File: src/rtl/phase_counter.sv
// Programmable-modulus up/down counter with enable prescaler, terminal-count
// pulse and selectable wrap or saturate behaviour at the terminal value.
module phase_counter #(
    parameter int WIDTH    = 6,
    parameter int PRESCALE = 1,
    parameter int SATURATE = 0
) (
    input  logic             clk,
    input  logic             reset,
    input  logic             clear,
    input  logic             load,
    input  logic [WIDTH-1:0] load_val,
    input  logic             en,
    input  logic             dir,
    input  logic [WIDTH-1:0] limit,
    output logic [WIDTH-1:0] q,
    output logic             tc
);

    localparam int PW = (PRESCALE > 1) ? $clog2(PRESCALE) : 1;
    localparam logic [PW-1:0] PRE_LAST = PW'(PRESCALE - 1);

    logic [WIDTH-1:0] q_reg, q_next;
    logic [PW-1:0]    pre_reg, pre_next;
    logic             tc_reg, tc_next;
    logic             pre_last;
    logic             step;
    logic             term;

    assign pre_last = (pre_reg == PRE_LAST);
    assign step     = en && pre_last;

    // Counting up, anything at or beyond limit (e.g. after an oversized load)
    // is terminal; counting down only zero is.
    assign term = dir ? (q_reg >= limit) : (q_reg == '0);

    always_comb begin
        q_next   = q_reg;
        pre_next = pre_reg;
        tc_next  = 1'b0;
        if (clear) begin
            q_next   = '0;
            pre_next = '0;
        end else if (load) begin
            q_next   = load_val;
            pre_next = '0;
        end else begin
            if (en) begin
                pre_next = pre_last ? '0 : pre_reg + PW'(1);
            end
            if (step) begin
                tc_next = term;
                if (!term) begin
                    q_next = dir ? q_reg + WIDTH'(1) : q_reg - WIDTH'(1);
                end else if (SATURATE == 0) begin
                    q_next = dir ? '0 : limit;
                end
            end
        end
    end

    always_ff @(posedge clk) begin
        if (reset) begin
            q_reg   <= '0;
            pre_reg <= '0;
            tc_reg  <= 1'b0;
        end else begin
            q_reg   <= q_next;
            pre_reg <= pre_next;
            tc_reg  <= tc_next;
        end
    end

    assign q  = q_reg;
    assign tc = tc_reg;

endmodule

File: config.mk
export PLATFORM = sky130hd
export DESIGN_NAME = phase_counter
export DESIGN_NICKNAME = d
export VERILOG_FILES = /design/src/rtl/phase_counter.sv
export SDC_FILE = /design/constraint.sdc
export NUM_CORES = 1
export LEC_CHECK = 0
export ABC_AREA = 1
export CAP_MARGIN = 25
export CELL_PAD_IN_SITES_DETAIL_PLACEMENT = 1
export CELL_PAD_IN_SITES_GLOBAL_PLACEMENT = 2
export CORE_MARGIN = 5
export CORE_UTILIZATION = 27
export CTS_BUF_LIST = sky130_fd_sc_hd__clkbuf_4
export CTS_CLUSTER_DIAMETER = 60
export DETAILED_ROUTE_END_ITERATION = 6
export PLACE_DENSITY_LB_ADDON = 0.15
export SYNTH_ARGS = -nofsm -noshare
export SYNTH_HDL_FRONTEND = slang
export SYNTH_SLANG_ARGS = --single-unit
File: constraint.sdc
create_clock -name clk -period 3.5 [get_ports clk]
set_input_delay 0.525 -clock clk [delete_from_list [all_inputs] [get_ports clk]]
set_output_delay 0.525 -clock clk [all_outputs]
set_load 0.02 [all_outputs]
# --- After elaboration in Yosys (flattened, before gate mapping) ---
# Cells that the tools add are included.
word_totals:
  ff_bits: 8
  latch_bits: 0
  mem_bits_rw: 0
  rom_bits: 0
  inputBits: 18
  out_inout_bits: 7
  word_cells: 22
  mem_count: 0
op_classes:
  addsub: 3
  multipliers: 0
  div: 0
  magnitude_cmp: 1
  n_eq_ne: 0
  shift: 0
  mux: 7
  n_bitwise: 2
  n_reduce_logical: 6
op_table:
  columns: ["op", "n"]
  rows:
  - ["$mux 6", 5]
  - ["$add 6x1->6 const B", 1]
  - ["$ge 6x6->1", 1]
  - ["$logic_not 6->1", 1]
  - ["$sub 6x1->6 const B", 1]
  - ["$reduce_or 4->1", 1]
  - ["$reduce_or 3->1", 1]
  - ["$mux 1", 2]
  - ["$not 1->1", 2]
  - ["$reduce_bool 2->1", 1]
  - ["$reduce_or 2->1", 1]
  - ["$add 1x1->1 const B", 1]
  - ["$logic_and 1x1->1", 1]

# --- Longest topological paths before layout ---
depth:
  word_depth: 5
  ltp_mapped: 12
  mapped_depth_nobuf: 12

# --- Least setup slack after synthesis ---
# Ideal clock, no wire load.
synth_path:
  kind: "input-to-reg"
  startpoint: "in dir"
  endpoint: "reg q_reg[4], in the netlist q[4]"
  setup_ns: 0.126
  t_arrival_ns: 1.506
  required_ns: 3.374
  setup_slack_ns: 1.868
  path_stages: 8
  n_path_buf: 0
  cell_sequence: "inv_2 > fa_1 > nand3_1 > nand2_1 > xnor2_1 > nand2_1 > nand3_1 > a21oi_1"
synth_between:
  elab_chain_len: 4
  word_cells_on_any_way: 6
  cone_classes: "6 x mux"
synth_lines:
  columns: ["element", "line", "source"]
  rows:
  - ["from (decl)", "14", "input logic dir,"]
  - ["$mux 6, or another cell as far along", "54", "q_next = dir ? q_reg + WIDTH'(1) : q_reg - WIDTH'(1);"]
  - ["$mux 6 *", "53", "if (!term) begin"]
  - ["$mux 6 *", "51", "if (step) begin"]
  - ["$mux 6 *", "44", "end else if (load) begin"]
  - ["to (signal assigned)", "68", "q_reg <= q_next;"]
  - ["to (decl)", "23", "logic [WIDTH-1:0] q_reg, q_next;"]
# Mark *: on every way between the ends. The rest lies on a longest branch, timed or not. The select of a mux whose other input is x is not followed.
# A chain may end at the register's enable or synchronous reset.

# --- Worst setup path in the final report ---
# Same ends and word-level chain as after synthesis.

==> metrics.md <==
| Metric | Value |
|---|---|
| Status | completed |
| GRT overflow | 0 |
| Avg WL per Cell | 13.6 µm |
| Cell family with most CP delay | buffers and inverters |
| Critical Path Sink | q[4] |
| Vias post-DR | 843 |
| Flops & latches, synth | 7 |
| Max reg flops | 6 |
| Antenna Cells | 0 |
| RePlAce Congestion | 0.736 |
| Gate Count Post-Synth | 115 |
| Mean post-synth cell area | 6.88 µm² |
| Clock Sink Count | 7 |
| Netlist cell types | 21 |
| Hold slack | 0.674 ns |
| Worst setup startpoint | dir |
| Crit Path Category | in2reg |
| Vias in the first global route | 932 |
| DIE WIDTH | 64.1 µm |
| Crit Reg-Reg Endpoint | q[0] |
| Sequential area share after synthesis | 17.7% |
| WL final | 2.34 mm |
| Fin Setup TNS | 0 ns |
| Setup ws final | 1.46 ns |
| Pre-CTS WS | 1.20 ns |
| I/O pins | 25 |
| Clock slew at reported path FFs | 0.05 ns |
| Critical path fanouts, max | 13 |
| Crit path largest cell delay | 0.50 ns |
| Maximum operating frequency | 491 MHz |
| CTS H-Tree Depth | 1 |
| Detailed router's first-iteration violation count | 25 |
| Largest net degree at the start of global routing | 14 |
| DR vias/cell | 4.90 |
| Post-CTS sizing | 0 |
| Setup violators final | 0 |
| Core Region | 0.00278 mm² |
| Crit-path cells | clkdlybuf4s50_1 -> inv_2 -> fa_1 -> nand3_1 -> nand2_1 -> xnor2_1 -> nand2_1 -> nand3_1 -> a21oi_1 |
| Final worst path period need | 2.04 ns |
| Area growth, synth to finish | 36.1% |
| CP Capture Type | register |
| Final period util | 58.2% |
| Post-Syn Nets | 144 |
| Die area | 0.00411 mm² |
| GRT busiest layer | met2 |
| Hold Buf Count CTS | 0 |
| CP Buf/Inv Count | 2 |
| RSZ-0062 raised after global routing | no |
| CTS Root Cell | clkbuf_4 |
| CP required | 3.63 ns |
| Drt first pass iters | 4 |
| Post-CTS Setup Bufs | 0 |
| CTS tree | yes |
| VDD IR-drop max | 198 µV |
| Max-slew headroom | 70.1% |
| Met2 Usage GRT | 21.4% |
| Max-Cap Viols | 0 |
| P per Cell Area | 263 mW/mm² |
| Mapped Area | 791 µm² |
| Cells on worst reg2reg path | 12 |
| Slowest CP cell | clkdlybuf4s50_1 |
| Clk_lat worst skew | 0.25 ns |
| Starting density of the core | 28.4% |
| Static Leak | 0.492 nW |
| Initial antenna violation count | 0 |
| Remaining DRCs | 0 |
| Overall Global Routing Usage | 12.0% |
| Global Route met3 Usage | 4.55% |
| R2R Path Start | q[0] |
| Critical path data arrival time | 2.17 ns |
| Synth Warn # | 0 |
| Nets | 171 |
| Hold crit path type | reg2reg |
| Fin. max-slew vios | 0 |
| Measured slew at the worst slew-check pin | 0.446 ns |
| Share of cells above drive strength 1 | 9.93% |
| Antenna viol nets, final | 0 |
| IO Port Bufs | 24 |
| FP Rows | 19 |
| Detailed placement HPWL | 1.93 mm |
| Height of the die | 64.1 µm |
| Clock Skews | 0.000985 ns |
| First-pass GRT wire length | 3.95 mm |
| Met1 Resource Use GR | 13.8% |
| CTS buffer count | 3 |
| Clock Path Buffers | 2 |
| R2R setup slack | 1.87 ns |
| WP depth | 9 |
| Final hold violation count | 0 |
| Startpoint types | input pin |
==> cell families (layout without fill, tap and decap cells) <==
logic type               Yosys count  in the layout  share of synthesized area (%)
AND/OR/NAND/NOR                   60             60                           37.0
buffers and inverters             18             44                           10.6
flip-flops                         7              7                           17.7
adder cells (fa/ha/maj)           11             11                           18.4
XOR/XNOR                           4              4                           4.43
AO/OA/AOI/OAI                     15             15                           11.9
==> layout make-up <==
class / instances / area [µm²]
fillers: 369 / 1710
multi-input cells: 90 / 567
repair buffers: 24 / 240
flip-flops and latches: 7 / 140
inverters: 16 / 60.1
well taps: 31 / 38.8
clock buffers: 4 / 30.0
==> where the power goes <==
part           switching (mW)  internal, mW
clock network          0.0303        0.0513
logic                  0.0590        0.0529
registers             0.00652        0.0833
total                  0.0958         0.188
==> per-stage QoR <==
| step | total power [mW] | util, % | area (µm²) | cells |
|---|---|---|---|---|
| floorplan | 0.162 | - | 791 | 115 |
| global placement | 0.202 | 37.6 | 1050 | 168 |
| detailed placement | 0.205 | 37.6 | 1050 | 168 |
| CTS | 0.291 | 38.7 | 1080 | 172 |
| global route | 0.307 | 38.7 | 1080 | 172 |
| finish | 0.283 | 38.7 | 1080 | 172 |
==> tightest hold or removal path: stages (launching register included) <==
cell and delay, ns:
dfxtp_1 0.36, a22oi_1 0.18, a21oi_1 0.08
==> worst min path at each step <==
stage	start	end	slack, ns	depth (start not counted)
2_1_floorplan	q[3]	q[3]	0.69	2
3_3_place_gp	q[5]	q[5]	0.66	2
3_5_place_dp	q[4]	q[4]	0.66	2
4_1_cts	q[4]	q[4]	0.68	2
5_1_grt	q[5]	q[5]	0.70	2
6_report	q[4]	q[4]	0.67	2
==> cells in the final DEF (no fill, tap or decap), types with 2 or more instances in the layout <==
cell type	netlist	final
nor2_1	6	6
nand2_1	29	29
nand3_1	16	16
xnor2_1	3	3
nand2_4	2	2
a22oi_1	6	6
clkbuf_4	0	4
inv_1	13	13
nand2_2	2	2
clkdlybuf4s50_1	0	24
a21oi_1	8	8
nor2_4	3	3
dfxtp_1	7	7
inv_2	2	2
ha_1	10	10
==> routing by layer <==
metal | vias to the layer above | routed length (µm)
li1 | 432 | -
met1 | 389 | 992
met2 | 17 | 1190
met3 | 5 | 130
met4 | 0 | 24
met5 | - | 0
==> Yosys cell counts <==
cell type	n	area share, %
dfxtp_1	7	18
clkbuf_1	1	0.47
nor2_4	3	4.3
nand3_1	16	10
buf_12	1	2.5
a21oi_2	1	1.1
inv_1	13	6.2
or2_1	1	0.79
nor2_1	6	2.8
xor2_1	1	1.1
ha_1	10	16
nor4_1	1	0.79
clkinv_1	1	0.47
a21oi_1	8	5.1
nand2_1	29	14
fa_1	1	2.5
nand2_2	2	1.6
nand2_4	2	2.8
xnor2_1	3	3.3
inv_2	2	0.95
a22oi_1	6	5.7
(Power assumes the default switching activity.)
